$ cat config.mk
export PLATFORM = sky130hd
export DESIGN_NAME = mod_exp_ctrl
export DESIGN_NICKNAME = d
export VERILOG_FILES = /design/src/rtl/mod_exp_ctrl.sv
export SDC_FILE = /design/constraint.sdc
export NUM_CORES = 1
export LEC_CHECK = 0
export ABC_AREA = 1
export CORE_AREA = 8 8 297 299
export DETAILED_ROUTE_END_ITERATION = 6
export DIE_AREA = 0 0 305 307
export GPL_TIMING_DRIVEN = 0
export HOLD_SLACK_MARGIN = 0.06
export PLACE_DENSITY_LB_ADDON = 0.25
export RECOVER_POWER = 50
export SLEW_MARGIN = 20
export SYNTH_ARGS = -nofsm -noshare
export SYNTH_HDL_FRONTEND = slang
export SYNTH_SLANG_ARGS = --single-unit
$ cat constraint.sdc
create_clock -name clock -period 25.4 [get_ports clock]
set_input_delay 5.08 -clock clock [delete_from_list [all_inputs] [get_ports clock]]
set_output_delay 5.08 -clock clock [all_outputs]
set_load 0.02 [all_outputs]
$ cat src/rtl/mod_exp_ctrl.sv
// Square-and-multiply sequencer for base^exp mod p around an external
// 128-bit modular multiplier. One multiply is in flight at a time; each
// issue waits for the multiplier's valid, so any latency >= 1 works.
//
// state       | meaning
// ------------+-------------------------------------------------
// IDLE        | waiting for start
// SQR_ISSUE   | present acc*acc to the multiplier
// SQR_WAIT    | waiting for the square result
// MUL_ISSUE   | present acc*base to the multiplier
// MUL_WAIT    | waiting for the multiply result
// DONE        | result valid, one-cycle done pulse
module mod_exp_ctrl #(
  parameter int EXP_W = 128
) (
  input  logic             clock,
  input  logic             reset,
  input  logic             start,
  input  logic             abort,
  input  logic [127:0]     base,
  input  logic [EXP_W-1:0] exp,
  output logic             busy,
  output logic             done,
  output logic [127:0]     result,
  output logic             mul_in_valid,
  output logic [127:0]     mul_a,
  output logic [127:0]     mul_b,
  input  logic             mul_out_valid,
  input  logic [127:0]     mul_c
);

  localparam int IDX_W = (EXP_W > 1) ? $clog2(EXP_W) : 1;
  localparam logic [IDX_W-1:0] IDX_LAST = IDX_W'(EXP_W - 1);

  typedef enum logic [2:0] {
    S_IDLE,
    S_SQR_ISSUE,
    S_SQR_WAIT,
    S_MUL_ISSUE,
    S_MUL_WAIT,
    S_DONE
  } state_t;

  state_t             state, state_n;
  logic [127:0]       acc, acc_n;
  logic [127:0]       base_q, base_n;
  logic [EXP_W-1:0]   exp_q, exp_n;
  logic [IDX_W-1:0]   idx, idx_n;
  logic [127:0]       result_n;

  // State and datapath registers
  always_ff @(posedge clock or posedge reset) begin
    if (reset) begin
      state  <= S_IDLE;
      acc    <= 128'd0;
      base_q <= 128'd0;
      exp_q  <= '0;
      idx    <= '0;
      result <= 128'd0;
    end else begin
      state  <= state_n;
      acc    <= acc_n;
      base_q <= base_n;
      exp_q  <= exp_n;
      idx    <= idx_n;
      result <= result_n;
    end
  end

  // Next-state, datapath updates and Moore outputs
  always_comb begin
    state_n      = state;
    acc_n        = acc;
    base_n       = base_q;
    exp_n        = exp_q;
    idx_n        = idx;
    result_n     = result;
    mul_in_valid = 1'b0;
    mul_a        = 128'd0;
    mul_b        = 128'd0;
    done         = 1'b0;
    busy         = (state != S_IDLE);

    case (state)
      S_IDLE: begin
        if (start && !abort) begin
          base_n   = base;
          exp_n    = exp;
          acc_n    = 128'd1;
          idx_n    = IDX_LAST;
          result_n = 128'd0;
          state_n  = S_SQR_ISSUE;
        end
      end
      S_SQR_ISSUE: begin
        mul_in_valid = 1'b1;
        mul_a        = acc;
        mul_b        = acc;
        state_n      = S_SQR_WAIT;
      end
      S_SQR_WAIT: begin
        if (mul_out_valid) begin
          acc_n = mul_c;
          if (exp_q[idx]) begin
            state_n = S_MUL_ISSUE;
          end else if (idx == '0) begin
            result_n = mul_c;
            state_n  = S_DONE;
          end else begin
            idx_n   = idx - IDX_W'(1);
            state_n = S_SQR_ISSUE;
          end
        end
      end
      S_MUL_ISSUE: begin
        mul_in_valid = 1'b1;
        mul_a        = acc;
        mul_b        = base_q;
        state_n      = S_MUL_WAIT;
      end
      S_MUL_WAIT: begin
        if (mul_out_valid) begin
          acc_n = mul_c;
          if (idx == '0) begin
            result_n = mul_c;
            state_n  = S_DONE;
          end else begin
            idx_n   = idx - IDX_W'(1);
            state_n = S_SQR_ISSUE;
          end
        end
      end
      S_DONE: begin
        done    = 1'b1;
        state_n = S_IDLE;
      end
      default: state_n = S_IDLE;
    endcase

    // Cancel wins over everything outside IDLE; working values are kept.
    if (abort && (state != S_IDLE)) begin
      state_n  = S_IDLE;
      acc_n    = acc;
      idx_n    = idx;
      result_n = result;
    end
  end

endmodule

==> results.json, run 1 <==
{
  "status": "finished, violations left",
  "violations": "capacitance limit, slew limit",
  "area_growth_pct": 46.6,
  "timing.fmax_mhz": 64.9,
  "total_power_mw": 4.24,
  "drive_gt1_share_pct": 8.30,
  "rsz0062_at_grt": "no",
  "netlist_area_sq_mm": 0.0243,
  "firstDrtPassIters": 7,
  "yosys_warnings": 0,
  "grt.overflow.total": 0,
  "ant_nets": 0,
  "grt_max_degree": 98,
  "r2r_setup_slack_ns": 21.69,
  "ys_types": 23,
  "htree_levels": 2,
  "multiInputGateArea_sq_mm": 0.00874,
  "finalCriticalPeriod_ns": 15.40,
  "pwr-share-comb_pct": 45.8,
  "p_seq_share_pct": 32.2,
  "viasPerCell": 4.81,
  "synth_edf_count": 0,
  "die_area_sq_mm": 0.0936,
  "holdWs_ns": 0.465,
  "hold_violations": 0,
  "clk_pin_slew_worst_paths_ns": 0.06,
  "clk_path_buf_depth": 3,
  "r2r-end": "result[100]$_DFFE_PP0P_",
  "worstPathRequired_ns": 24.94,
  "cts_hold_buf": 0,
  "num_vias": 23400,
  "synth_ff_type": "dfrtp_1",
  "crit_chain": "dlygate4sd3_1, clkinvlp_2, clkbuf_1, clkbuf_1",
  "crit_path_start": "reset",
  "ir_drop_v": 0.0000545,
  "ys_ff_latch": 522,
  "syn_nets": 3281,
  "endpoint": "base_q[106]$_DFFE_PP0P_",
  "start_kind": "input port",
  "cts-root-buf": "clkbuf_16",
  "gp_congestion": 0.888,
  "relSlewSlack_pct": -256,
  "wl_um": 119000,
  "rows": 106,
  "drv_slew": 435,
  "die_h_um": 307,
  "ff2ff_path_depth": 10,
  "pwr-share-clk_pct": 22.0,
  "ios": 776,
  "period_share_pct": 60.6,
  "cts_resized": 0,
  "place_hpwl_um": 92900,
  "io_buffers": 775,
  "intPower_mw": 2.43,
  "crit_top_cell": "clkbuf_1",
  "fill_cells": 8361,
  "synth_seq_area_share_pct": 53.8,
  "drv_cap": 5,
  "dpl_cell_area_sq_mm": 0.0336,
  "switching_share_pct": 42.6,
  "nets": 4124,
  "cts_setup_buffers": 0,
  "seqCellArea_sq_mm": 0.0131,
  "synthCells": 2890,
  "grt.total_usage_pct": 24.4,
  "route.detailed.drc": 0,
  "path_class": "in2async",
  "cp-end-kind": "asynchronous set/reset pin",
  "cpMaxStageDelayCell": "clkbuf_1",
  "final.setup_skew_ns": 0.0301,
  "design_area_sq_mm": 0.0356,
  "insertion_delay_ns": 0.63,
  "grt_pass1_wl_um": 171000,
  "use_met1_pct": 30.6,
  "cts_buffers": 60,
  "switching_power_mw": 1.81,
  "antenna_found_initial": 24,
  "die_w_um": 305,
  "synth-async-reset-ratio_pct": 100,
  "initial_core_util_pct": 29.2,
  "reg2reg_from": "idx[0]$_DFFE_PP0P_",
  "grt.busiest_layer": "met2",
  "p_leak_nw": 16.7,
  "whs_path_depth": 2,
  "setup_viol": 0,
  "drt_iter0_markers": 1517,
  "cp.arrival_ns": 14.94,
  "crit_fanout": 92,
  "hp-class": "reg2reg",
  "cp_num_cells": 4,
  "cts_tree": "built",
  "wl_per_cell_um": 24.4,
  "critPathMaxStageDelay_ns": 3.68,
  "grt_use_met2_pct": 41.6,
  "cp_num_buf_inv": 4,
  "grtUsageMet3_pct": 6.23,
  "crit_family": "buffers and inverters",
  "grt_pass1_vias": 23700,
  "power_density_mw_per_mm2": 119,
  "numClockSinks": 522,
  "avgSynthCellArea_sq_um": 8.40,
  "worst_pin_slew_ns": 5.34,
  "core_region_area_sq_mm": 0.0832
}
## placed cells by master (no fill, tap or decap), types with 60 or more instances in the layout
cell type,instances
clkdlybuf4s50_1,647
nand2_1,556
dfrtp_1,522
nor2_1,399
inv_1,399
a21oi_1,136
nand4_1,136
o21ai_0,135
clkbuf_1,132
mux2_2,129
o22ai_1,128
dlygate4sd3_1,128
nand3_1,120
clkbuf_16,60
## worst min-delay path by stage
stage	startpoint	end	slack [ns]
floorplan	exp_q[61]$_DFFE_PP0P_	exp_q[61]$_DFFE_PP0P_	0.48
global placement	result[17]$_DFFE_PP0P_	result[17]$_DFFE_PP0P_	0.45
detailed placement	result[122]$_DFFE_PP0P_	result[122]$_DFFE_PP0P_	0.46
CTS	result[122]$_DFFE_PP0P_	result[122]$_DFFE_PP0P_	0.47
global route	result[4]$_DFFE_PP0P_	result[4]$_DFFE_PP0P_	0.48
finish	result[70]$_DFFE_PP0P_	result[70]$_DFFE_PP0P_	0.46
## cell families after synthesis
group,count (synthesis),synth area share [%]
buffers and inverters,616,10.2
adders and majority gates,2,0.103
DFF,522,53.8
AOI/OAI and AO/OA,400,8.92
and+or+nand+nor,1221,21.0
muxes,129,5.98
## power by group through the flow
stage,Clock [mW],Sequential [mW],Combinational [mW]
global placement,0,1.38,1.97
floorplan,0,1.47,0.968
global route,0.984,1.41,2.11
detailed placement,0,1.38,1.99
CTS,0.952,1.37,2.00
finish,0.931,1.37,1.94
## synthesized netlist by cell type (2+ instances only)
library cell	count	area share [%]
dfrtp_1	522	54
inv_2	4	0.062
nand4_1	136	3.5
buf_2	49	1.0
buf_4	19	0.59
nand2_1	556	8.6
o21ai_0	135	2.8
nor2_1	399	6.2
nor3_1	7	0.14
mux2_2	129	6.0
ha_1	2	0.10
buf_6	4	0.19
clkbuf_1	118	1.8
o22ai_1	128	3.3
nand3_1	120	2.5
buf_1	21	0.32
inv_1	400	6.2
a21oi_1	136	2.8
## registers in the layout (all words and copies together) (netlist names)
| register | count |
|---|---|
| state | 3 |
| result | 128 |
| base_q | 128 |
| acc | 128 |
| idx | 7 |
| exp_q | 128 |
## area by class of cell
cell class,count,share of cell area (%)
Timing Repair Buffer,781,22.0
Sequential cell,522,36.7
Inverter,405,4.28
Multi-Input combinational cell,1752,24.5
Antenna cell,16,0.113
Clock buffer,84,4.92
Buffer,211,2.69
Clock inverter,27,0.995
Tap cell,1080,3.80
## per-layer routing
| metal | vias to the layer above | wire length [um] | share of wire, % |
|---|---|---|---|
| met1 | 11500 | 49200 | 41 |
| met3 | 155 | 8570 | 7.2 |
| met4 | 8 | 3110 | 2.6 |
| li1 | 11000 | - | - |
| met2 | 839 | 58000 | 49 |
| met5 | - | 48 | 0.040 |
## metrics by stage
stage,setup TNS [ns],instances,setup WS [ns],util (%)
floorplan,0,2890,5.74,-
global placement,-917.23,4745,-1.84,40.1
detailed placement,0,4751,16.32,40.3
CTS,0,4862,15.61,42.9
global route,0,4873,7.93,42.8
finish,0,4878,10.0,42.8
## tightest hold or removal path, cell delays in order, from the launching register on
cell     delay (ns)
dfrtp_1        0.33
nand2_1        0.05
nand2_1        0.05
(Power assumes the default switching activity.)
==> run 2, diff against run 1 <==
==> constraint.sdc (replaced) <==
create_clock -name clock -period 13.7 [get_ports clock]
set_input_delay 2.74 -clock clock [delete_from_list [all_inputs] [get_ports clock]]
set_output_delay 2.74 -clock clock [all_outputs]
set_load 0.02 [all_outputs]
==> results.json, run 2 (same netlist as run 1, synthesis figures left out) <==
{
  "power_density_mw_per_mm2": 218,
  "worst_pin_slew_ns": 1.78,
  "route.detailed.drc": 0,
  "cts-root-buf": "clkbuf_16",
  "cts_resized": 0,
  "grtUsageMet3_pct": 6.21,
  "gp_congestion": 0.907,
  "ir_drop_v": 0.000102,
  "finalCriticalPeriod_ns": 9.03,
  "path_class": "in2async",
  "die_w_um": 305,
  "core_region_area_sq_mm": 0.0832,
  "cts_setup_buffers": 0,
  "fin_tns_setup_ns": 0,
  "viasPerCell": 4.83,
  "cp-end-kind": "asynchronous set/reset pin",
  "relSlewSlack_pct": -18.4,
  "crit_family": "buffers and inverters",
  "rsz0062_at_grt": "no",
  "status": "finished, violations left",
  "die_area_sq_mm": 0.0936,
  "final.setup_skew_ns": 0.0273,
  "violations": "capacitance limit, slew limit",
  "initial_core_util_pct": 29.2,
  "final_common_cell": "clkdlybuf4s50_1",
  "area_growth_pct": 46.3,
  "start_kind": "input port",
  "drv_cap": 12,
  "grt.busiest_layer": "met2",
  "firstDrtPassIters": 5,
  "period_share_pct": 65.9,
  "cp_num_cells": 7,
  "use_met1_pct": 30.4,
  "layout_common_cells": "646 x clkdlybuf4s50_1, 556 x nand2_1, 522 x dfrtp_1, 399 x nor2_1, 399 x inv_1",
  "final_util_pct": 42.7,
  "place_hpwl_um": 93700,
  "timing.fmax_mhz": 111,
  "grt_pass1_vias": 23700,
  "critPathMaxStageDelay_ns": 1.35,
  "ant_nets": 0,
  "rows": 106,
  "die_h_um": 307,
  "worstPathRequired_ns": 14.15,
  "ios": 776,
  "drv_slew": 374,
  "antenna_found_initial": 23,
  "nets": 4139,
  "hold_violations": 0,
  "grt.overflow.total": 0,
  "setup_viol": 0,
  "ff2ff_path_depth": 10,
  "numClockSinks": 522,
  "drive_gt1_share_pct": 8.02,
  "insertion_delay_ns": 0.65,
  "crit_chain": "dlygate4sd3_1, clkinvlp_2, clkbuf_1, clkbuf_1, clkbuf_1, clkbuf_1, clkbuf_1",
  "cts_hold_buf": 0,
  "grt.total_usage_pct": 24.4,
  "drt_iter0_markers": 1734,
  "io_buffers": 775,
  "grt_pass1_wl_um": 171000,
  "cts_buffers": 61,
  "htree_levels": 2,
  "crit_top_cell": "clkbuf_1",
  "wl_um": 118000,
  "cts_tree": "built",
  "wl_per_cell_um": 24.2,
  "p_leak_nw": 16.7,
  "clk_pin_slew_worst_paths_ns": 0.06,
  "cpMaxStageDelayCell": "clkbuf_1",
  "grt_max_degree": 34,
  "clk_path_buf_depth": 3,
  "cp.arrival_ns": 9.48,
  "crit_fanout": 31,
  "cp_num_buf_inv": 7,
  "grt_use_met2_pct": 41.2,
  "hp-class": "reg2reg",
  "whs_path_depth": 2,
  "num_vias": 23600
}
run 2: cell count changes in the layout (fill, tap and decap cells not counted), sizes merged, moves of 2 or more:
cell | before | now
bufinv | 8 | 2
diode | 16 | 14
clkinv | 18 | 9
clkbuf | 213 | 236
clkinvlp | 1 | 3
run 2: per-stage QoR:
step	area (sq um)	power, mW	cells	setup slack [ns]	hold WS, ns
floorplan	24300	4.53	2890	3.87	0.479
global placement	33400	6.21	4745	-0.251	0.454
detailed placement	33800	6.26	4765	7.31	0.458
CTS	35800	7.91	4872	6.61	0.472
global route	35500	8.25	4884	3.55	0.478
finish	35500	7.76	4886	4.67	0.461
run 2: worst min-delay path, stage by stage, from the launching register on:
cell and delay (ns):
dfrtp_1 0.33, nand2_1 0.05, nand2_1 0.04
run 2: power by group:
| group | internal (mW) | total, mW | switching (mW) |
|---|---|---|---|
| clock network | 0.943 | 1.63 | 0.691 |
| logic | 1.22 | 3.60 | 2.38 |
| registers | 2.25 | 2.53 | 0.281 |
run 2: path summary, 6_finish.rpt:
| kind | to | slack, ns | start |
|---|---|---|---|
| min in group asynchronous | result[4]$_DFFE_PP0P_ | 2.54 | reset |
| worst max-delay path | result[82]$_DFFE_PP0P_ | 4.67 | reset |
| worst min-delay path | result[66]$_DFFE_PP0P_ | 0.46 | result[66]$_DFFE_PP0P_ |
| worst min register to register | result[66]$_DFFE_PP0P_ | 0.46 | result[66]$_DFFE_PP0P_ |
| max in group clock | mul_b[92] | 6.82 | state[2]$_DFFE_PP0P_ |
| worst max register to register | result[127]$_DFFE_PP0P_ | 9.95 | idx[0]$_DFFE_PP0P_ |
run 2: layer usage:
metal | up-vias | part of all wire (%)
li1 | 11000 | -
met1 | 11600 | 41
met2 | 840 | 48
met3 | 179 | 7.4
met4 | 6 | 3.3
met5 | - | 0.034
run 2: cell type report:
class / count / area, sq um
Antenna cell: 14 / 35.0
Clock buffer: 93 / 1810
Sequential cell: 522 / 13100
Fill cell: 8495 / 47600
Timing Repair Buffer: 795 / 7870
Clock inverter: 14 / 184
Inverter: 405 / 1520
Multi-Input combinational cell: 1752 / 8740
Tap cell: 1080 / 1350
Buffer: 211 / 958
